File: src/rtl/serial_word_loader_pkg.sv
// Shared definitions for the serial word loader: FSM state encodings and
// the default word width.
package serial_word_loader_pkg;

  // Default word length, matching the 16-bit storage register downstream.
  localparam int unsigned SWL_DEFAULT_WIDTH = 16;

  // FSM state encodings (IDLE=0, SHIFT=1, EMIT=2).
  typedef enum logic [1:0] {
    ST_IDLE  = 2'd0,
    ST_SHIFT = 2'd1,
    ST_EMIT  = 2'd2
  } state_e;

endpackage : serial_word_loader_pkg

File: src/rtl/shift_in_reg.sv
// shift_in_reg: WIDTH-bit serial-in shift register with enable, synchronous
// clear, asynchronous active-low reset and selectable shift direction.
//
// Ports:
//   clk       in   clock
//   rst_n     in   async active-low reset, register -> 0
//   i_clr     in   sync clear, register -> 0 (priority over i_en)
//   i_en      in   shift i_bit in this cycle
//   i_start   in   with i_en: discard current contents, i_bit becomes bit 1
//   i_bit     in   serial data bit
//   o_next_c  out  comb: register value after this cycle's shift
module shift_in_reg
  import serial_word_loader_pkg::*;
#(
  parameter int unsigned WIDTH     = SWL_DEFAULT_WIDTH,
  parameter bit          MSB_FIRST = 1'b1
) (
  input  logic             clk,
  input  logic             rst_n,
  input  logic             i_clr,
  input  logic             i_en,
  input  logic             i_start,
  input  logic             i_bit,
  output logic [WIDTH-1:0] o_next_c
);

  logic [WIDTH-1:0] r_q;
  logic [WIDTH-1:0] w_base;
  logic [WIDTH-1:0] w_next;

  // A frame start shifts into an empty register so stale bits never leak.
  assign w_base = i_start ? '0 : r_q;

  generate
    if (MSB_FIRST) begin : g_msb_first
      assign w_next = {w_base[WIDTH-2:0], i_bit};
    end else begin : g_lsb_first
      assign w_next = {i_bit, w_base[WIDTH-1:1]};
    end
  endgenerate

  // Shift register state.
  always_ff @(posedge clk or negedge rst_n) begin
    if (!rst_n) begin
      r_q <= '0;
    end else if (i_clr) begin
      r_q <= '0;
    end else if (i_en) begin
      r_q <= w_next;
    end
  end

  assign o_next_c = w_next;

endmodule : shift_in_reg

File: src/rtl/serial_word_loader.sv
// serial_word_loader: deserialises a framed bit stream into a WIDTH-bit word
// and issues a one-cycle load pulse with a stable word, suitable for driving
// a storage register's in/load directly.
//
// Ports:
//   clk        in   system clock
//   rst_n      in   async active-low reset
//   clear      in   sync abort of the frame in progress
//   sin        in   serial data bit
//   sin_valid  in   sin is valid this cycle
//   sin_sof    in   sin is bit 1 of a frame
//   sin_ready  out  comb: a bit can be accepted this cycle
//   word       out  last completed word, stable between completions
//   load       out  one-cycle pulse, word valid
//   busy       out  frame in progress or being emitted
//   frame_err  out  one-cycle pulse on a framing violation
//   count      out  bits accepted in the current frame
module serial_word_loader
  import serial_word_loader_pkg::*;
#(
  parameter int unsigned WIDTH     = SWL_DEFAULT_WIDTH,
  parameter bit          MSB_FIRST = 1'b1,
  parameter int unsigned CW        = $clog2(WIDTH + 1)
) (
  input  logic             clk,
  input  logic             rst_n,
  input  logic             clear,
  input  logic             sin,
  input  logic             sin_valid,
  input  logic             sin_sof,
  output logic             sin_ready,
  output logic [WIDTH-1:0] word,
  output logic             load,
  output logic             busy,
  output logic             frame_err,
  output logic [CW-1:0]    count
);

  state_e           r_state;
  state_e           w_state_nxt;
  logic [CW-1:0]    r_count;
  logic [CW-1:0]    w_count_nxt;
  logic [WIDTH-1:0] r_word;
  logic [WIDTH-1:0] w_word_nxt;
  logic             r_load;
  logic             w_load_nxt;
  logic             r_err;
  logic             w_err_nxt;
  logic             w_ready;
  logic             w_accept;
  logic             w_sr_en;
  logic             w_sr_start;
  logic [WIDTH-1:0] w_sr_next;

  // Ready drops while in reset and during the single EMIT cycle.
  assign w_ready  = rst_n && (r_state != ST_EMIT);
  assign w_accept = sin_valid && w_ready;

  shift_in_reg #(
    .WIDTH     (WIDTH),
    .MSB_FIRST (MSB_FIRST)
  ) u_sr (
    .clk      (clk),
    .rst_n    (rst_n),
    .i_clr    (clear),
    .i_en     (w_sr_en),
    .i_start  (w_sr_start),
    .i_bit    (sin),
    .o_next_c (w_sr_next)
  );

  // State and output registers.
  always_ff @(posedge clk or negedge rst_n) begin
    if (!rst_n) begin
      r_state <= ST_IDLE;
      r_count <= '0;
      r_word  <= '0;
      r_load  <= 1'b0;
      r_err   <= 1'b0;
    end else begin
      r_state <= w_state_nxt;
      r_count <= w_count_nxt;
      r_word  <= w_word_nxt;
      r_load  <= w_load_nxt;
      r_err   <= w_err_nxt;
    end
  end

  // Next-state, counter, word capture and pulse generation.
  always_comb begin
    w_state_nxt = r_state;
    w_count_nxt = r_count;
    w_word_nxt  = r_word;
    w_load_nxt  = 1'b0;
    w_err_nxt   = 1'b0;
    w_sr_en     = 1'b0;
    w_sr_start  = 1'b0;

    if (clear) begin
      // Abort drops any bit offered this cycle; word is kept.
      w_state_nxt = ST_IDLE;
      w_count_nxt = '0;
    end else begin
      case (r_state)
        ST_IDLE: begin
          if (w_accept) begin
            if (sin_sof) begin
              w_sr_en     = 1'b1;
              w_sr_start  = 1'b1;
              w_count_nxt = CW'(1);
              w_state_nxt = ST_SHIFT;
            end else begin
              w_err_nxt = 1'b1;
            end
          end
        end

        ST_SHIFT: begin
          if (w_accept) begin
            w_sr_en = 1'b1;
            if (sin_sof) begin
              // Early start of frame: restart with this bit as bit 1.
              w_sr_start  = 1'b1;
              w_count_nxt = CW'(1);
              w_err_nxt   = 1'b1;
            end else if (r_count == CW'(WIDTH - 1)) begin
              w_word_nxt  = w_sr_next;
              w_count_nxt = CW'(WIDTH);
              w_load_nxt  = 1'b1;
              w_state_nxt = ST_EMIT;
            end else begin
              w_count_nxt = r_count + CW'(1);
            end
          end
        end

        ST_EMIT: begin
          w_state_nxt = ST_IDLE;
          w_count_nxt = '0;
        end

        default: begin
          w_state_nxt = ST_IDLE;
          w_count_nxt = '0;
        end
      endcase
    end
  end

  assign sin_ready = w_ready;
  assign word      = r_word;
  assign load      = r_load;
  assign frame_err = r_err;
  assign count     = r_count;
  assign busy      = (r_state != ST_IDLE);

endmodule : serial_word_loader
File: config.mk
export PLATFORM = sky130hd
export DESIGN_NAME = serial_word_loader
export DESIGN_NICKNAME = d
export VERILOG_FILES = /design/src/rtl/serial_word_loader_pkg.sv /design/src/rtl/shift_in_reg.sv /design/src/rtl/serial_word_loader.sv
export SDC_FILE = /design/constraint.sdc
export NUM_CORES = 1
export LEC_CHECK = 0
export CAP_MARGIN = 0
export CORE_MARGIN = 3
export CORE_UTILIZATION = 56
export CTS_CLUSTER_DIAMETER = 40
export DETAILED_ROUTE_END_ITERATION = 12
export GPL_TIMING_DRIVEN = 0
export PLACE_DENSITY = 0.83
export SETUP_SLACK_MARGIN = 0.2
export SLEW_MARGIN = 20
export SYNTH_ARGS = -nofsm -noshare
export SYNTH_HDL_FRONTEND = slang
export SYNTH_SLANG_ARGS = --single-unit
File: constraint.sdc
create_clock -name clk -period 3.2 [get_ports clk]
set_input_delay 0.48 -clock clk [delete_from_list [all_inputs] [get_ports clk]]
set_output_delay 0.48 -clock clk [all_outputs]
set_load 0.1 [all_outputs]
==> results by group, run 1 <==
Detailed routing
  • Vias: about 1400
  • DRT Wirelength: 3670 um
  • Iter 0 DRT Violations: 58
  • DRT Pass-1 Iters: 6
  • WL/cell: 15.0 um
  • # DRC: 0
  • Antenna viol nets, final: 0
  • Avg Vias per Cell: roughly 5.6

Synth
  • Area share of the largest cell type after synthesis: between 50% and 60%
  • Mapped Cells: 162
  • Synth warn: 0
  • Cell taking the most area after synthesis: dfrtp_1
  • Post-synthesis sequential area ratio: ~54%
  • Yosys cell types: 39
  • Synth area leaders: dfrtp_1 54%, mux2i_1 7.6%, a22o_1 6.6%
  • Syn avg cell area: approximately 11 um^2
  • Mapped Nets: 170
  • Synth Register Bits: 40
  • Post-Syn Area: around 1900 um^2

Global routing
  • Vias in the first global route: approximately 1400
  • Total grt overflow: 0
  • First-pass GRT wire length: about 6500 um
  • Antenna violations before repair: 0
  • All-Layer GR Usage: between 20% and 30%
  • Pin count of the biggest net entering global routing: 32

STA
  • Fmax: around 370 MHz
  • Max_slew headroom: ~35%
  • Crit path time final: between 2 and 3 ns
  • Clock Skews: around 0.012 ns
  • Final setup fails: 0
  • Setup ws final: about 0.46 ns
  • Final Hold Fails: 0
  • Total Neg Setup Slack: 0 ns
  • Hold Worst Slack: roughly 0.053 ns
  • Max-slew violation count: 0
  • Worst-margin pin slew: a little under 1 ns
  • Period utilisation layout: 85.5%
  • RSZ-0062 raised after global routing: false

Cells and area
  • Most frequent cells in the layout: 40 x dfrtp_1, 25 x clkdlybuf4s50_1, 19 x inv_1
  • Most common cell after layout, fill and taps aside: dfrtp_1
  • Fill cell count: 250
  • Multi-input gate area: around 690 um^2
  • Non-Filler Instances: about 240
  • Layout area overhead: 23.9%
  • Sequential cell area: 1000 um^2
  • Nets: 207
  • Diodes inserted: 0
  • Fraction of layout cells with a size suffix above 1: between 10% and 20%
  • Design Area, Final: 2290 um^2

Clock tree
  • CTS Buffer Depth: 2
  • CTS Sinks: 40
  • Clock latency on the worst-skew pair: 0.36 ns
  • # H-tree levels: 2
  • Post-CTS Setup Inserts: 0
  • TritonCTS Buffers: 5
  • Root buffer cell: clkbuf_4
  • CTS clk-pin slew, worst paths: around 0.12 ns
  • CTS tree: yes

Placement
  • Port buffer count: 28
  • HPWL Detailed: 2620 um
  • Routability cong.: 0.770
  • Post-Place Setup Slack: approximately 0.14 ns
  • Placed cells: 235
  • Post-Place Cell Area: ~2200 um^2

Pwr
  • LEAKAGE: about 1.1 nW
  • Sw Pwr: around 230 uW
  • Sequential power share: a little under three fifths
  • Int Pwr: 694 uW
  • Clock power frac: a little over a third
  • Peak supply drop: roughly 310 uV
  • Switch share: roughly a quarter
  • P per Cell Area: between 400 and 500 nW/um^2
  • Combinational Power Share: under 10%

Setup path
  • RR Endpoint: word[0]$_DFFE_PN0P_
  • CP endpoint kind: output pin
  • Crit Path Class: reg -> out
  • CP Launch Type: flop
  • Maximum fanout along the worst path: 10
  • CP Cell Sequence: clkbuf_1 > inv_1 > a21boi_1 > dlygate4sd2_1
  • Required @ worst endpoint: between 2 and 3 ns
  • CP max stage delay: around 0.87 ns
  • RR Startpoint: count[0]$_DFFE_PN0P_
  • CP max stage cell: dlygate4sd2_1
  • WP data arrival: between 2 and 2.5 ns
  • FF-to-FF setup slack: 1.27 ns
  • Register-to-Register Path Depth: 6

Die
  • I/O Pins: 31
  • Die area: around 4000 um^2
  • Chip Width: 63.5 um
  • Rows: 20
  • Area of the core: slightly above 3000 um^2
  • DIE HEIGHT: ~64 um
  • Initial core utilization: 59.7%

Run
  • Max-Cap Viols: 0

Worst hold path
  • Hold Crit Class: in -> async

Outcome
  • Status: finished, final reports clean
layer usage:
| layer | vias to the layer above | global-route usage [%] | share of wire [%] |
|---|---|---|---|
| met3 | 6 | 6.95 | 4.7 |
| met4 | 0 | 7.01 | 1.2 |
| li1 | 648 | - | - |
| met2 | 27 | 33.2 | 48 |
| met1 | 693 | 26.6 | 46 |
| met5 | - | 0 | 0 |
Yosys cell counts:
| master | number |
|---|---|
| o21ai_0 | 15 |
| or2_2 | 1 |
| nand2b_1 | 2 |
| a22o_1 | 14 |
| and2_4 | 1 |
| a21boi_0 | 1 |
| nor3_1 | 1 |
| nand4b_1 | 1 |
| inv_1 | 19 |
| and4_4 | 1 |
| nor3b_1 | 1 |
| nor3_2 | 1 |
| and3_1 | 1 |
| buf_6 | 1 |
| xor2_1 | 1 |
| a32oi_1 | 1 |
| o211ai_1 | 3 |
| clkbuf_1 | 4 |
| o211a_1 | 1 |
| and4_1 | 1 |
| o22ai_1 | 1 |
| mux2i_1 | 14 |
| nor2_1 | 1 |
| ha_1 | 2 |
| nor3_4 | 1 |
| a21oi_1 | 4 |
| a21o_1 | 3 |
| buf_2 | 3 |
| dfrtp_1 | 40 |
| nor2b_1 | 2 |
| a21oi_2 | 1 |
| mux2_2 | 1 |
| nand4_1 | 2 |
| nand2_1 | 6 |
| mux2_1 | 2 |
| nand3_1 | 4 |
| or2_1 | 1 |
| buf_12 | 2 |
| buf_4 | 1 |
worst max-delay path, delay by kind of cell (launching register included):
kind | cells | cell delay (ns)
buffers and inverters | 3 | 1.34
flip-flops | 1 | 0.42
AO/OA/AOI/OAI | 1 | 0.14
power by group through the flow:
stage	Combinational (mW)	Clock, mW	Sequential, mW
CTS	0.0797	0.342	0.511
global placement	0.0746	0	0.521
floorplan	0.0398	0	0.529
finish	0.0790	0.333	0.511
detailed placement	0.0792	0	0.521
global route	0.0858	0.365	0.512
registers in the layout (all words and copies together) (netlist names):
signal / cells
word: 16
count: 5
frame_err: 1
u_sr.r_q: 15
r_state: 2
load: 1
worst max path at each step:
stage / from / end / slack [ns] / depth (start not counted)
2_1_floorplan: rst_n / sin_ready / 0.61 / 2
3_3_place_gp: rst_n / sin_ready / -1.23 / 4
3_5_place_dp: rst_n / sin_ready / 0.14 / 5
4_1_cts: r_state[0]$_DFFE_PN0P_ / busy / 0.26 / 4
5_1_grt: r_state[0]$_DFFE_PN0P_ / sin_ready / 0.30 / 4
6_report: r_state[0]$_DFFE_PN0P_ / sin_ready / 0.46 / 4
layout make-up:
cell class / instances / share of cell area, %
flip-flops and latches: 40 / 43.6
multi-input cells: 92 / 30.1
repair buffers: 30 / 13.4
plain buffers: 11 / 3.87
inverters: 19 / 3.11
well taps: 44 / 2.40
clock inverters: 3 / 1.85
clock buffers: 5 / 1.64
logic make-up (layout without fill, tap and decap cells):
| logic type | after synthesis | after routing | share of synthesized area [%] |
|---|---|---|---|
| compound gates | 44 | 44 | 16.4 |
| flops | 40 | 40 | 54.1 |
| buf+inv | 30 | 68 | 8.65 |
| simple gates | 28 | 28 | 9.66 |
| mux | 17 | 17 | 9.39 |
| fa+ha+maj | 2 | 2 | 1.35 |
| xor+xnor | 1 | 1 | 0.473 |
metrics by stage:
step,power (mW),utilization [%]
2_1_floorplan,0.569,-
3_3_place_gp,0.595,70.5
3_5_place_dp,0.600,71.0
4_1_cts,0.933,73.8
5_1_grt,0.962,73.9
6_report,0.923,73.9
repair_timing:
action / in CTS / in global routing
hold buffers: 1 / 0
endpoints found under the setup margin: 1 / 1
gates resized for setup: 1 / 1
cloned: 0 / 0
endpoints found under the hold margin: 10 / 0
(Power assumes the default switching activity.)
==> inputs of run 2 (changes only) <==
--- a/config.mk
+++ b/config.mk
@@ -7,11 +7,12 @@
 export LEC_CHECK = 0
 export CAP_MARGIN = 0
 export CORE_MARGIN = 3
-export CORE_UTILIZATION = 56
+export CORE_UTILIZATION = 47
 export CTS_CLUSTER_DIAMETER = 40
+export CTS_CLUSTER_SIZE = 24
 export DETAILED_ROUTE_END_ITERATION = 12
 export GPL_TIMING_DRIVEN = 0
-export PLACE_DENSITY = 0.83
+export PLACE_DENSITY = 0.75
 export SETUP_SLACK_MARGIN = 0.2
 export SLEW_MARGIN = 20
 export SYNTH_ARGS = -nofsm -noshare
==> constraint.sdc (replaced) <==
create_clock -name clk -period 2.4 [get_ports clk]
set_input_delay 0.36 -clock clk [delete_from_list [all_inputs] [get_ports clk]]
set_output_delay 0.36 -clock clk [all_outputs]
set_load 0.1 [all_outputs]
==> results by group, run 2 (synthesis results as in run 1) <==
Global routing
  • Vias in the first global route: 1461 (was 1421)
  • GRT met2 Usage: 28.6% (was 33.2%)
  • Pin count of the biggest net entering global routing: 33 (was 32)
  • All-Layer GR Usage: 19.2% (was 20.8%)
  • Gr busiest metal: met2 (unchanged)
  • Grt met1 use: 25.0% (was 26.6%)
  • Antenna violations before repair: 0 (unchanged)
  • First-pass GRT wire length: 6580 um (was 6520 um)
  • Met3 usage: 4.54% (was 6.95%)
  • Total grt overflow: 0 (unchanged)

Placement
  • Post-Place Cell Area: 2210 um^2 (was 2200 um^2)
  • HPWL Detailed: 2580 um (was 2620 um)
  • Port buffer count: 28 (unchanged)
  • Routability cong.: 0.783 (was 0.770)

Die
  • Rows: 22 (was 20)
  • I/O Pins: 31 (unchanged)
  • Area of the core: 3720 um^2 (was 3100 um^2)
  • Chip Width: 68.8 um (was 63.5 um)
  • Initial core utilization: 49.8% (was 59.7%)
  • DIE HEIGHT: 68.8 um (was 63.5 um)
  • Die area: 4730 um^2 (was 4030 um^2)

STA
  • RSZ-0062 raised after global routing: true (was false)
  • Max-slew violation count: 0 (unchanged)
  • Hold Worst Slack: 0.0187 ns (was 0.0529 ns)
  • Final Hold Fails: 0 (unchanged)
  • Worst-margin pin slew: 0.968 ns (was 0.977 ns)
  • Final setup fails: 0 (unchanged)
  • Fmax: 465 MHz
  • Period utilisation layout: between 80% and 90%
  • Crit path time final: 2.15 ns
  • Total Neg Setup Slack: 0 ns (unchanged)
  • Clock Skews: 0.00920 ns (was 0.0115 ns)
  • Max_slew headroom: 35.2% (was 34.7%)

Setup path
  • RR Endpoint: word[15]$_DFFE_PN0P_ (was word[0]$_DFFE_PN0P_)
  • Maximum fanout along the worst path: 2 (was 10)
  • Required @ worst endpoint: 2.04 ns (was 2.72 ns)
  • RR Startpoint: count[0]$_DFFE_PN0P_ (unchanged)
  • WP data arrival: 1.79 ns (was 2.26 ns)
  • FF-to-FF setup slack: 0.50 ns (was 1.27 ns)
  • CP max stage cell: clkdlybuf4s50_1 (was dlygate4sd2_1)
  • Crit Path Class: reg -> out (unchanged)
  • CP endpoint kind: output pin (unchanged)
  • CP max stage delay: 1.14 ns (was 0.87 ns)
  • Worst path depth: 1 (was 4)
  • CP Cell Sequence: clkdlybuf4s50_1 (was clkbuf_1 > inv_1 > a21boi_1 > dlygate4sd2_1)
  • Crit path buf inv count: 1 (was 3)
  • Critical path's top delay family: buffers and inverters (unchanged)
  • Register-to-Register Path Depth: 6 (unchanged)
  • CP Launch Type: flop (unchanged)

Cells and area
  • Nets: 207 (unchanged)
  • Max reg flops: 16 (unchanged)
  • Diodes inserted: 0 (unchanged)
  • Fin util: 61.6% (was 73.9%)
  • Fraction of layout cells with a size suffix above 1: 13.5% (was 12.0%)
  • Design Area, Final: 2290 um^2 (about the same)
  • Most common cell after layout, fill and taps aside: dfrtp_1 (unchanged)
  • Most frequent cells in the layout: 38 x dfrtp_1, 19 x inv_1, 19 x clkdlybuf4s50_1 (was 40 x dfrtp_1, 25 x clkdlybuf4s50_1, 19 x inv_1)
  • Layout area overhead: 23.7% (was 23.9%)

Clock tree
  • Clock latency on the worst-skew pair: 0.30 ns (was 0.36 ns)
  • CTS Buffer Depth: 2 (unchanged)
  • CTS clk-pin slew, worst paths: 0.08 ns (was 0.12 ns)
  • Root buffer cell: clkbuf_8 (was clkbuf_4)
  • TritonCTS Buffers: 5 (unchanged)
  • # H-tree levels: 2 (unchanged)
  • CTS tree: yes (unchanged)
  • CTS Sinks: 40 (unchanged)

Pwr
  • LEAKAGE: 1.06 nW (was 1.05 nW)
  • Peak supply drop: 337 uV (was 315 uV)
  • P per Cell Area: 530 nW/um^2 (was 403 nW/um^2)

Detailed routing
  • DRT Pass-1 Iters: 5 (was 6)
  • # DRC: 0 (unchanged)
  • WL/cell: 14.5 um (was 15.0 um)
  • Avg Vias per Cell: 5.55 (was 5.63)
  • DRT Wirelength: 3590 um (was 3670 um)
  • Iter 0 DRT Violations: 56 (was 58)
  • Vias: 1376 (was 1374)
  • Antenna viol nets, final: 0 (unchanged)

Run
  • Max-Cap Viols: 0 (unchanged)

Outcome
  • Status: finished, final reports clean (unchanged)

Worst hold path
  • Hold Crit Class: in -> async (unchanged)
[run 2: where the power goes]
group	internal [mW]	total, mW	switching (mW)
registers	0.678	0.682	0.00375
logic	0.0287	0.103	0.0743
clock network	0.204	0.429	0.225
total	0.911	1.21	0.303
[run 2: worst max-delay path by stage]
stage | start | end
global route | r_state[0]$_DFFE_PN0P_ | sin_ready
CTS | r_state[0]$_DFFE_PN0P_ | sin_ready
floorplan | count[3]$_DFFE_PN0P_ | word[0]$_DFFE_PN0P_
finish | word[0]$_DFFE_PN0P_ | word[0]
detailed placement | rst_n | sin_ready
global placement | rst_n | sin_ready
[run 2: repair_timing]
action,in CTS,in global routing
cloned,0,0
hold buffers,1,0
gates resized for setup,11,5
setup endpoints to repair,7,3
hold endpoints to repair,9,0
buffers inserted,0,0
[run 2: per-stage QoR]
stage | instances | worst slack (ns) | total power, mW
after floorplan | 162 | 0.202 | 0.759
after global placement | 238 | -1.79 | 0.795
after detailed placement | 239 | -0.365 | 0.799
after CTS | 248 | 0.208 | 1.23
after global routing | 248 | 0.191 | 1.26
final | 248 | 0.252 | 1.21
[run 2: layout make-up]
cell class                 count  area, um^2
clock buffer                   7        76.3
inverter                      19        71.3
clock inverter                 1        5.00
buffer                        11        88.8
fill                         322        1430
tap                           48        60.1
multi-input combinational     92         694
timing repair buffer          30         292
sequential                    40        1000
[run 2: routing by layer]
metal  wire, um  part of all wire [%]
met3        168                   4.7
met5          0                     0
met2       1700                    47
met4         93                   2.6
met1       1630                    45
[run 2: worst reg2reg max path: stages (launching register included)]
cell and delay [ns]:
dfrtp_2 0.45, ha_1 0.23, and3_1 0.21, ha_1 0.24
and4_4 0.20, buf_12 0.14, mux2_1 0.31
